[config.mk]
export PLATFORM = sky130hd
export DESIGN_NAME = i2c_bus_conditioner
export DESIGN_NICKNAME = d
export VERILOG_FILES = /design/src/rtl/i2c_bus_conditioner_pkg.sv /design/src/rtl/i2c_bus_conditioner_line_filter.sv /design/src/rtl/i2c_bus_conditioner.sv
export SDC_FILE = /design/constraint.sdc
export NUM_CORES = 1
export LEC_CHECK = 0
export CORE_ASPECT_RATIO = 1.75
export CORE_UTILIZATION = 40
export CTS_CLUSTER_DIAMETER = 60
export DETAILED_ROUTE_END_ITERATION = 7
export PLACE_DENSITY = 0.72
export SYNTH_ARGS = -nofsm -noshare
export SYNTH_HDL_FRONTEND = slang
export SYNTH_SLANG_ARGS = --single-unit
[constraint.sdc]
create_clock -name clk100 -period 2.6 [get_ports clk100]
set_input_delay 0.39 -clock clk100 [delete_from_list [all_inputs] [get_ports clk100]]
set_output_delay 0.39 -clock clk100 [all_outputs]
set_load 0.01 [all_outputs]
[src/rtl/i2c_bus_conditioner_pkg.sv]
`default_nettype none
// ============================================================================
// Module  : i2c_pkg
// Brief   : Shared constants and arming FSM type for the I2C bus conditioner.
// Rev     : 1.0 - initial release
// ============================================================================
package i2c_pkg;

    localparam int I2C_SYNC_STAGES_DEF   = 2;
    localparam int I2C_FILTER_CYCLES_DEF = 5;
    localparam int I2C_CNT_W             = 4;
    localparam int I2C_SETTLE_W          = 5;

    typedef enum logic {
        ARMING = 1'b0,
        ARMED  = 1'b1
    } i2c_arm_state_t;

endpackage
`default_nettype wire

[src/rtl/i2c_bus_conditioner_line_filter.sv]
`default_nettype none
// ============================================================================
// Module  : i2c_line_filter
// Brief   : Per-line synchronizer and stability filter; rise/fall/spike are
//           strobes describing what the filtered level does on the next edge.
// Rev     : 1.0 - initial release
// ============================================================================
module i2c_line_filter
    import i2c_pkg::*;
#(
    parameter int SYNC_STAGES   = I2C_SYNC_STAGES_DEF,
    parameter int FILTER_CYCLES = I2C_FILTER_CYCLES_DEF
) (
    input  logic clk100,
    input  logic reset_n,
    input  logic line_in,
    output logic level,
    output logic rise,
    output logic fall,
    output logic spike
);

    localparam logic [I2C_CNT_W-1:0] c_FILTER_MAX = 4'(FILTER_CYCLES);

    logic [SYNC_STAGES-1:0] r_sync;
    logic [I2C_CNT_W-1:0]   r_cnt;
    logic                   r_level;

    logic w_synced;
    logic w_differ;
    logic w_accept;

    assign w_synced = r_sync[SYNC_STAGES-1];
    assign w_differ = (w_synced != r_level);
    assign w_accept = w_differ && (r_cnt == c_FILTER_MAX);

    assign level = r_level;
    assign rise  = w_accept && w_synced;
    assign fall  = w_accept && !w_synced;
    // A disagreement that ends before acceptance leaves a nonzero count behind.
    assign spike = !w_differ && (r_cnt != '0);

    always_ff @(posedge clk100) begin
        if (!reset_n) begin
            r_sync  <= '1;
            r_cnt   <= '0;
            r_level <= 1'b1;
        end else begin
            r_sync <= {r_sync[SYNC_STAGES-2:0], line_in};
            if (w_accept) begin
                r_level <= w_synced;
                r_cnt   <= '0;
            end else if (w_differ) begin
                r_cnt <= r_cnt + 1'b1;
            end else begin
                r_cnt <= '0;
            end
        end
    end

endmodule
`default_nettype wire

[src/rtl/i2c_bus_conditioner.sv]
`default_nettype none
// ============================================================================
// Module  : i2c_bus_conditioner
// Brief   : Filtered SCL/SDA levels with registered edge, START/STOP, busy and
//           glitch-count outputs, gated by a post-reset arming FSM.
// Rev     : 1.0 - initial release
// ============================================================================
module i2c_bus_conditioner
    import i2c_pkg::*;
#(
    parameter int SYNC_STAGES   = I2C_SYNC_STAGES_DEF,
    parameter int FILTER_CYCLES = I2C_FILTER_CYCLES_DEF
) (
    input  logic       clk100,
    input  logic       reset_n,
    input  logic       scl_in,
    input  logic       sda_in,
    output logic       scl_o,
    output logic       sda_o,
    output logic       scl_rise,
    output logic       scl_fall,
    output logic       start_pulse,
    output logic       stop_pulse,
    output logic       bus_busy,
    output logic [7:0] glitch_count
);

    localparam logic [I2C_SETTLE_W-1:0] c_SETTLE_LOAD = 5'(SYNC_STAGES + FILTER_CYCLES);

    logic w_scl_level, w_scl_rise, w_scl_fall, w_scl_spike;
    logic w_sda_level, w_sda_rise, w_sda_fall, w_sda_spike;
    logic w_scl_steady_hi;
    logic w_start_det;
    logic w_stop_det;
    logic [8:0] w_glitch_sum;

    i2c_arm_state_t          r_state;
    logic [I2C_SETTLE_W-1:0] r_settle;
    logic                    r_scl_rise;
    logic                    r_scl_fall;
    logic                    r_start;
    logic                    r_stop;
    logic                    r_busy;
    logic [7:0]              r_glitch;

    i2c_line_filter #(
        .SYNC_STAGES   (SYNC_STAGES),
        .FILTER_CYCLES (FILTER_CYCLES)
    ) u_scl_filter (
        .clk100  (clk100),
        .reset_n (reset_n),
        .line_in (scl_in),
        .level   (w_scl_level),
        .rise    (w_scl_rise),
        .fall    (w_scl_fall),
        .spike   (w_scl_spike)
    );

    i2c_line_filter #(
        .SYNC_STAGES   (SYNC_STAGES),
        .FILTER_CYCLES (FILTER_CYCLES)
    ) u_sda_filter (
        .clk100  (clk100),
        .reset_n (reset_n),
        .line_in (sda_in),
        .level   (w_sda_level),
        .rise    (w_sda_rise),
        .fall    (w_sda_fall),
        .spike   (w_sda_spike)
    );

    // SCL high now and not changing on this edge means high before and after it.
    assign w_scl_steady_hi = w_scl_level && !w_scl_rise && !w_scl_fall;
    assign w_start_det     = w_scl_steady_hi && w_sda_fall;
    assign w_stop_det      = w_scl_steady_hi && w_sda_rise;
    assign w_glitch_sum    = {1'b0, r_glitch} + {8'd0, w_scl_spike} + {8'd0, w_sda_spike};

    always_ff @(posedge clk100) begin
        if (!reset_n) begin
            r_state  <= ARMING;
            r_settle <= c_SETTLE_LOAD;
            r_start  <= 1'b0;
            r_stop   <= 1'b0;
            r_busy   <= 1'b0;
        end else begin
            r_start <= 1'b0;
            r_stop  <= 1'b0;
            case (r_state)
                ARMING: begin
                    if (r_settle == '0) begin
                        r_state <= ARMED;
                    end else begin
                        r_settle <= r_settle - 1'b1;
                    end
                end
                ARMED: begin
                    if (w_start_det) begin
                        r_start <= 1'b1;
                        r_busy  <= 1'b1;
                    end else if (w_stop_det) begin
                        r_stop <= 1'b1;
                        r_busy <= 1'b0;
                    end
                end
                default: r_state <= ARMING;
            endcase
        end
    end

    always_ff @(posedge clk100) begin
        if (!reset_n) begin
            r_scl_rise <= 1'b0;
            r_scl_fall <= 1'b0;
            r_glitch   <= '0;
        end else begin
            r_scl_rise <= w_scl_rise;
            r_scl_fall <= w_scl_fall;
            r_glitch   <= w_glitch_sum[8] ? 8'hFF : w_glitch_sum[7:0];
        end
    end

    assign scl_o        = w_scl_level;
    assign sda_o        = w_sda_level;
    assign scl_rise     = r_scl_rise;
    assign scl_fall     = r_scl_fall;
    assign start_pulse  = r_start;
    assign stop_pulse   = r_stop;
    assign bus_busy     = r_busy;
    assign glitch_count = r_glitch;

endmodule
`default_nettype wire

==> results.yml, run 1 <==
cells_and_area:
  drive_above_1_share_pct: 5.29
  multi_input_area_sq_um: 684
  ff_latch_area_sq_um: 661
  antenna_cells: 0
  areaGrowthSynthToFinish_pct: 22.6
  fin_nets: 182
  n_fill_cell: 337
worst_setup_path:
  reg2reg_slack_ns: 0.40
  cp_slowest_cell: "dfxtp_1"
  cpPeakStageDelay_ns: 0.40
  arrival_ns: 2.36
  path_max_fanout: 5
  crit_required_ns: 2.75
  cp_cell_sequence: "inv_1 > ha_1 > a21o_1 > fa_1 > inv_1 > ha_1 > nand3_1 > nor4b_1 > nor3_1"
  cp-start-kind: "flop"
  crit_family: "adder cells"
  path_buf_inv: 2
  end_kind: "flop"
  crit_type: "reg2reg"
job:
  drv_cap: 0
worst_hold_path:
  hold_class: "reg2reg"
logic_synthesis:
  muxShareOfSynthArea_pct: 0
  synth_top_family_by_area: "simple AND/OR/NAND/NOR gates"
  synthSimpleGateAreaFrac_pct: 23.1
  yosys_warnings: 0
  synth_cells: 145
  ys_async_sr_fraction_pct: 0
  synth-compound-area-share_pct: 12.8
  synth_edf_count: 0
  yosysSeqAreaShare_pct: 47.1
  synth_area_per_cell_sq_um: 9.66
  yosysMostFrequentCell: "dfxtp_1"
  synth_xor_area_share_pct: 4.38
  synth.area.top_cells: "dfxtp_1 (47%), ha_1 (7.1%), nor2_1 (3.8%)"
  ys_ff_latch: 33
  synth_top_area_share_pct: 47.1
  synthFlopType: "dfxtp_1"
  synth_area_sq_mm: 0.00140
  yosysTopAreaCell: "dfxtp_1"
  synthAdderAreaFrac_pct: 8.57
  post_synth_num_cell_types: 38
  syn-num-nets: 158
  synth_commonest_cells: "dfxtp_1 (33), nor2_1 (14), inv_1 (13)"
global_routing:
  top_usage_layer: "met2"
  track_usage_pct: 16.8
  met1_usage_pct: 16.4
  grtUsageMet3_pct: 5.17
  grt_max_degree: 12
  grt_pass1_vias: 1060
  grt_antenna_before_repair: 0
  use_met2_pct: 30.3
  grt-ovfl-total: 0
  grt_first_pass_wirelength_microns: 4460
timing:
  worst_pin_slew_ns: 0.467
  finalHoldViolations: 0
  maxSlewHeadroom_pct: 68.8
  min_period_ns: 2.20
  hold-worst-slack_ns: 0.405
  rsz0062_at_grt: "false"
  finalClockSkew_ns: 0.00357
  fmax_mhz: 454
  setup_viol: 0
  timing.final.crit_share_pct: 84.7
  drv_slew: 0
  fin_setup_tns_ns: 0
clock_tree:
  post_cts_buffers: 0
  ctsHoldBuffers: 0
  cts-root-buf: "clkbuf_8"
  path_clk_slew_ns: 0.06
  cts_resized: 0
  cts_tree: "built"
  htreeDepth: 2
  clockBufferDepth: 2
  clock-sinks: 33
  numCtsBuffers: 5
  worst_skew_pair.late_latency_ns: 0.27
drt:
  ant_nets: 0
  totalWireLength_microns: 2630
  wl_per_cell_microns: 12.2
  viasPerCell: 5.11
  via_count: 1099
  drcViolationCount: 0
  first_iter_violations: 22
  firstDrtPassIters: 4
die:
  die-area_sq_mm: 0.00375
  ios: 19
  core-area_sq_mm: 0.00336
  start_util_pct: 41.7
  die_x_microns: 46.7
  num_rows: 28
  die_h_microns: 80.3
place:
  place.gp.congestion: 0.744
  numPortBuffers: 18
  hpwl_microns: 2000
pwr:
  power_density_mw_per_mm2: 538
  p_total_uw: 924
  p_leak_uw: 0.000644
  irDropWorstVdd_uv: 576
outcome:
  status: "complete, no violations"
placed cells by master, fill, tap and decap left out, types with 3 or more instances in the layout:
cell,instances
clkdlybuf4s50_1,18
nand3_1,6
nor2_1,14
nand2b_1,5
xor2_1,5
a31oi_1,5
dfxtp_1,33
ha_1,8
clkbuf_1,3
inv_1,13
o21a_1,3
o21ai_0,7
and3_1,3
nand2_1,5
clkbuf_8,5
nor3_1,4
path summary, 6_finish.rpt:
path / from / cells after the start / endpoint
min reg2reg: u_sda_filter.r_sync[0]$_SDFF_PN1_ / 1 / u_sda_filter.r_sync[1]$_SDFF_PN1_
max: u_sda_filter.r_cnt[0]$_SDFF_PP0_ / 9 / glitch_count[6]$_SDFF_PN0_
max reg2reg: u_sda_filter.r_cnt[0]$_SDFF_PP0_ / 9 / glitch_count[6]$_SDFF_PN0_
min: u_sda_filter.r_sync[0]$_SDFF_PN1_ / 1 / u_sda_filter.r_sync[1]$_SDFF_PN1_
routing by layer:
| layer | vias to the layer above | routed length (microns) | share of wire [%] |
|---|---|---|---|
| met5 | - | 0 | 0 |
| met4 | 0 | 55 | 2.1 |
| met3 | 5 | 121 | 4.6 |
| met1 | 510 | 983 | 37 |
| li1 | 555 | - | - |
| met2 | 29 | 1470 | 56 |
sequential cells by signal, indices dropped and copies added (netlist names):
name,flops
glitch_count,8
r_settle,5
u_scl_filter.r_cnt,4
u_sda_filter.r_cnt,4
u_scl_filter.r_sync,2
u_sda_filter.r_sync,2
bus_busy,1
r_state,1
scl_fall,1
scl_rise,1
start_pulse,1
stop_pulse,1
u_scl_filter.level,1
u_sda_filter.level,1
per-stage QoR:
stage / worst slack, ns / util [%] / cells / cell area (sq um)
after floorplan: 0.571 / - / 145 / 1400
after detailed placement: 0.398 / 48.7 / 207 / 1640
final: 0.398 / 51.1 / 215 / 1720
after global routing: 0.196 / 51.1 / 215 / 1720
after CTS: 0.373 / 51.1 / 215 / 1720
after global placement: 0.510 / 48.7 / 207 / 1640
report_power, final:
group | internal [uW] | switching (uW) | leakage, uW
logic | 24.7 | 24.2 | 0.000336
clock network | 190 | 159 | 0.0000395
registers | 518 | 8.99 | 0.000268
layout make-up:
class	instances	share of cell area, %
flip-flops and latches	33	38.5
inverters	13	2.84
repair buffers	19	10.9
multi-input cells	97	39.8
well taps	45	3.28
clock buffers	8	4.66
cell families (layout without fill, tap and decap cells):
family	count (synthesis)	after routing
flops	33	33
buf+inv	15	40
compound gates	26	26
simple gates	55	55
xor+xnor	7	7
fa+ha+maj	9	9
worst reg2reg max path: stages (launching register included):
cell and delay [ns]:
dfxtp_1 0.40, inv_1 0.07, ha_1 0.20, a21o_1 0.17, fa_1 0.40, inv_1 0.08, ha_1 0.22, nand3_1 0.16
nor4b_1 0.31, nor3_1 0.08
(Power assumes the default switching activity.)
==> run 2: changes to the inputs <==
--- a/config.mk
+++ b/config.mk
@@ -9,7 +9,7 @@
 export CORE_UTILIZATION = 40
 export CTS_CLUSTER_DIAMETER = 60
 export DETAILED_ROUTE_END_ITERATION = 7
-export PLACE_DENSITY = 0.72
+export PLACE_DENSITY = 0.75
 export SYNTH_ARGS = -nofsm -noshare
 export SYNTH_HDL_FRONTEND = slang
 export SYNTH_SLANG_ARGS = --single-unit
==> constraint.sdc (replaced) <==
create_clock -name clk100 -period 2 [get_ports clk100]
set_input_delay 0.3 -clock clk100 [delete_from_list [all_inputs] [get_ports clk100]]
set_output_delay 0.3 -clock clk100 [all_outputs]
set_load 0.01 [all_outputs]
==> results.yml, run 2 (same netlist as run 1, synthesis figures left out) <==
outcome:
  status: "complete, no violations"
worst_hold_path:
  hp-start: "u_sda_filter.r_sync[0]$_SDFF_PN1_"
  whs_endpoint: "u_sda_filter.r_sync[1]$_SDFF_PN1_"
  hold_class: "reg2reg"
  hold_depth: 1
cells_and_area:
  layout_commonest_cell: "dfxtp_1"
  fin_nets: 194
  final_area_sq_mm: 0.00188
  layout_common_cells: "dfxtp_1 (30), clkdlybuf4s50_1 (18), nor2_1 (13), buf_4 (13), inv_1 (12)"
  largest_reg_flops: 8
  areaGrowthSynthToFinish_pct: 33.8
  antenna_cells: 0
  drive_above_1_share_pct: 19.8
global_routing:
  grt_antenna_before_repair: 0
  track_usage_pct: 18.4
  grt_max_degree: 20
  grt-ovfl-total: 0
  grt_first_pass_wirelength_microns: 4920
  grt_pass1_vias: 1188
worst_setup_path:
  r2r-start: "u_scl_filter.r_cnt[1]$_SDFF_PP0_"
  reg2reg_depth: 9
  cp-start-kind: "flop"
  worst_r2r_endpoint: "glitch_count[6]$_SDFF_PN0_"
  reg2reg_slack_ns: 0.07
  path_max_fanout: 4
  crit_required_ns: 2.17
  end_kind: "flop"
  arrival_ns: 2.10
  crit_type: "reg2reg"
clock_tree:
  clockBufferDepth: 2
  path_clk_slew_ns: 0.07
  worst_skew_pair.late_latency_ns: 0.29
  cts_tree: "built"
  numCtsBuffers: 5
  clock-sinks: 33
  cts-root-buf: "clkbuf_8"
  htreeDepth: 2
die:
  die_x_microns: 46.7
  num_rows: 28
  start_util_pct: 41.7
  die_h_microns: 80.3
  die-area_sq_mm: 0.00375
  ios: 19
  core-area_sq_mm: 0.00336
drt:
  viasPerCell: 5.23
  ant_nets: 0
  drcViolationCount: 0
  wl_per_cell_microns: 14.0
  totalWireLength_microns: 3180
  via_count: 1187
  firstDrtPassIters: 4
  first_iter_violations: 28
pwr:
  power_density_mw_per_mm2: 660
  p_total_uw: 1240
  irDropWorstVdd_uv: 558
  p_leak_uw: 0.000703
place:
  numPortBuffers: 18
  hpwl_microns: 2260
  place.gp.congestion: 0.753
  placed_area_sq_mm: 0.00172
job:
  drv_cap: 0
timing:
  worst_pin_slew_ns: 0.470
  finalHoldViolations: 0
  min_period_ns: 1.93
  timing.final.crit_share_pct: 96.6
  finalClockSkew_ns: 0.00885
  rsz0062_at_grt: "false"
  fmax_mhz: 518
  drv_slew: 0
  setup_viol: 0
  maxSlewHeadroom_pct: 68.6
==> run 2: cell count changes in the layout (fill, tap and decap cells not counted), moves of 2 or more <==
cell / change
buf_4: +12
clkbuf_1: -3
dfxtp_1: -3
dfxtp_2: +3
clkinv_2: +2
ha_1: -2
==> run 2: worst max path at each step <==
| stage | startpoint | to | depth (start not counted) |
|---|---|---|---|
| finish | u_scl_filter.r_cnt[1]$_SDFF_PP0_ | glitch_count[6]$_SDFF_PN0_ | 9 |
| global route | u_scl_filter.r_cnt[1]$_SDFF_PP0_ | glitch_count[6]$_SDFF_PN0_ | 9 |
| CTS | u_sda_filter.r_cnt[1]$_SDFF_PP0_ | glitch_count[6]$_SDFF_PN0_ | 9 |
| detailed placement | u_sda_filter.r_cnt[1]$_SDFF_PP0_ | glitch_count[6]$_SDFF_PN0_ | 9 |
| global placement | u_sda_filter.r_cnt[0]$_SDFF_PP0_ | glitch_count[6]$_SDFF_PN0_ | 9 |
| floorplan | u_sda_filter.r_cnt[0]$_SDFF_PP0_ | glitch_count[6]$_SDFF_PN0_ | 9 |
==> run 2: where the power goes <==
part | leakage [uW] | total, uW | internal [uW] | switching, uW
Sequential | 0.000269 | 684 | 673 | 11.5
Clock | 0.0000439 | 484 | 240 | 244
Combinational | 0.000389 | 70.7 | 35.3 | 35.3
Total | 0.000703 | 1240 | 948 | 291
==> run 2: layout make-up <==
cell class | count | area, sq um
Sequential cell | 33 | 664
Clock inverter | 3 | 17.5
Inverter | 13 | 48.8
Fill cell | 310 | 1490
Clock buffer | 5 | 68.8
Multi-Input combinational cell | 97 | 742
Tap cell | 45 | 56.3
Timing Repair Buffer | 31 | 278
==> run 2: per-layer routing <==
layer  vias to the layer above  part of all wire, %  wire (microns)  track usage (%)
li1                        580                    -               -                -
met5                         -                    0               0                0
met3                        10                  3.8             122             5.39
met1                       567                   37            1170             16.9
met4                         0                  3.0              94             9.71
met2                        30                   56            1800             33.5
==> run 2: metrics by stage <==
stage	setup TNS, ns	worst slack [ns]	util (%)	hold WS (ns)	cells
after floorplan	0	0.00400	-	0.386	145
after global placement	-0.0159	-0.0159	51.2	0.402	217
after detailed placement	-0.249	-0.124	51.2	0.399	217
after CTS	0	0.0429	54.8	0.414	226
after global routing	0	0.00707	55.8	0.438	227
final	0	0.0686	55.8	0.411	227
==> run 2: critical path: stages, from the launching register on <==
cell and delay (ns):
dfxtp_2 0.33, inv_1 0.06, ha_2 0.16, a21o_1 0.19, fa_2 0.36, inv_2 0.08, ha_4 0.16, nand3_4 0.11
nor4b_4 0.31, nor3_2 0.06
==> run 2: what timing repair did <==
action / in CTS / in global routing
setup endpoints to repair: 5 / 4
setup buffers: 1 / 1
resized for setup: 6 / 8
pin swaps: 1 / 4
hold buffers: 0 / 0
==> run 3: changes to the inputs <==
--- a/config.mk
+++ b/config.mk
@@ -6,10 +6,12 @@
 export NUM_CORES = 1
 export LEC_CHECK = 0
 export CORE_ASPECT_RATIO = 1.75
+export CORE_MARGIN = 2
 export CORE_UTILIZATION = 40
 export CTS_CLUSTER_DIAMETER = 60
 export DETAILED_ROUTE_END_ITERATION = 7
 export PLACE_DENSITY = 0.75
+export SKIP_CTS_REPAIR_TIMING = 1
 export SYNTH_ARGS = -nofsm -noshare
 export SYNTH_HDL_FRONTEND = slang
 export SYNTH_SLANG_ARGS = --single-unit
==> results.yml, run 3 (same netlist as run 1, synthesis figures left out) <==
timing:
  setup_slack_ns: 0.0855
  worst_pin_slew_ns: 0.467
  fin_setup_tns_ns: 0
  maxSlewHeadroom_pct: 68.8
  drv_slew: 0
  rsz0062_at_grt: "false"
  fmax_mhz: 522
  finalClockSkew_ns: 0.00636
  min_period_ns: 1.91
  hold-worst-slack_ns: 0.409
  finalHoldViolations: 0
  timing.final.crit_share_pct: 95.7
  setup_viol: 0
clock_tree:
  numCtsBuffers: 5
  clock-sinks: 33
  clockBufferDepth: 2
  cts_tree: "built"
  worst_skew_pair.late_latency_ns: 0.28
  cts-root-buf: "clkbuf_8"
  path_clk_slew_ns: 0.06
  htreeDepth: 2
drt:
  ant_nets: 0
  viasPerCell: 5.16
  firstDrtPassIters: 4
  via_count: 1160
  totalWireLength_microns: 2890
  wl_per_cell_microns: 12.8
  drcViolationCount: 0
  first_iter_violations: 24
cells_and_area:
  utilization_pct: 55.3
  n_fill_cell: 304
  fin_nets: 193
  drive_above_1_share_pct: 17.2
  layout_commonest_cell: "dfxtp_1"
  antenna_cells: 0
  areaGrowthSynthToFinish_pct: 32.8
  layout_common_cells: "dfxtp_1 (30), clkdlybuf4s50_1 (18), inv_1 (13), nor2_1 (13), buf_4 (12)"
  largest_reg_flops: 8
worst_setup_path:
  arrival_ns: 2.08
  cpPeakStageDelay_ns: 0.33
  cp_cell_sequence: "inv_1 > ha_2 > a21o_1 > fa_2 > nand4b_1 > buf_4 > o311a_1"
  cp_slowest_cell: "dfxtp_1"
  end_kind: "flop"
  path_max_fanout: 3
  crit_family: "compound AO/OA/AOI/OAI gates"
  cp-start-kind: "flop"
  crit_type: "reg2reg"
  path_buf_inv: 2
  crit_required_ns: 2.17
global_routing:
  top_usage_layer: "met2"
  grt_first_pass_wirelength_microns: 4610
  track_usage_pct: 15.3
  grt_antenna_before_repair: 0
  grt_pass1_vias: 1089
  use_met2_pct: 30.7
  grt-ovfl-total: 0
  grtUsageMet3_pct: 3.96
  met1_usage_pct: 13.6
  grt_max_degree: 20
worst_hold_path:
  hold_class: "reg2reg"
place:
  numPortBuffers: 18
  hpwl_microns: 2090
  place.gp.congestion: 0.766
  dp_slack_ns: -0.0852
pwr:
  p_total_uw: 1250
  p_leak_uw: 0.000701
  power_density_mw_per_mm2: 670
  irDropWorstVdd_uv: 472
die:
  ios: 19
  die-area_sq_mm: 0.00401
  core-area_sq_mm: 0.00336
  num_rows: 28
  start_util_pct: 41.7
  die_x_microns: 48.7
  die_h_microns: 82.3
outcome:
  status: "complete, no violations"
job:
  drv_cap: 0
-- run 3: per-stage QoR --
step	area, sq um	std cells
finish	1860	225
global route	1860	225
CTS	1810	224
detailed placement	1720	217
global placement	1720	217
floorplan	1410	145
-- run 3: final cells by class --
| class | count | area (sq um) | share of cell area [%] |
|---|---|---|---|
| inverters | 13 | 48.8 | 2.62 |
| well taps | 45 | 56.3 | 3.03 |
| repair buffers | 30 | 270 | 14.5 |
| multi-input cells | 97 | 734 | 39.5 |
| flip-flops and latches | 33 | 664 | 35.7 |
| clock buffers | 7 | 86.3 | 4.64 |
-- run 3: per-layer routing --
metal | vias up | share of wire [%] | wire, microns
met3 | 6 | 4.3 | 124
met1 | 551 | 37 | 1080
met4 | 0 | 2.1 | 60
met2 | 28 | 56 | 1630
li1 | 575 | - | -
met5 | - | 0 | 0
-- run 3: path summary, 6_finish.rpt --
path	start	endpoint	slack (ns)	depth (start not counted)
hold reg to reg	u_sda_filter.r_sync[0]$_SDFF_PN1_	u_sda_filter.r_sync[1]$_SDFF_PN1_	0.41	1
setup / recovery	u_sda_filter.r_cnt[0]$_SDFF_PP0_	glitch_count[7]$_SDFF_PN0_	0.09	7
hold / removal	u_sda_filter.r_sync[0]$_SDFF_PN1_	u_sda_filter.r_sync[1]$_SDFF_PN1_	0.41	1
setup reg to reg	u_sda_filter.r_cnt[0]$_SDFF_PP0_	glitch_count[7]$_SDFF_PN0_	0.09	7
-- run 3: where the power goes --
part / leakage (uW) / internal (uW) / switching (uW)
Clock: 0.0000443 / 272 / 220
Combinational: 0.000388 / 34.8 / 34.0
Sequential: 0.000269 / 673 / 10.9
Total: 0.000701 / 981 / 265
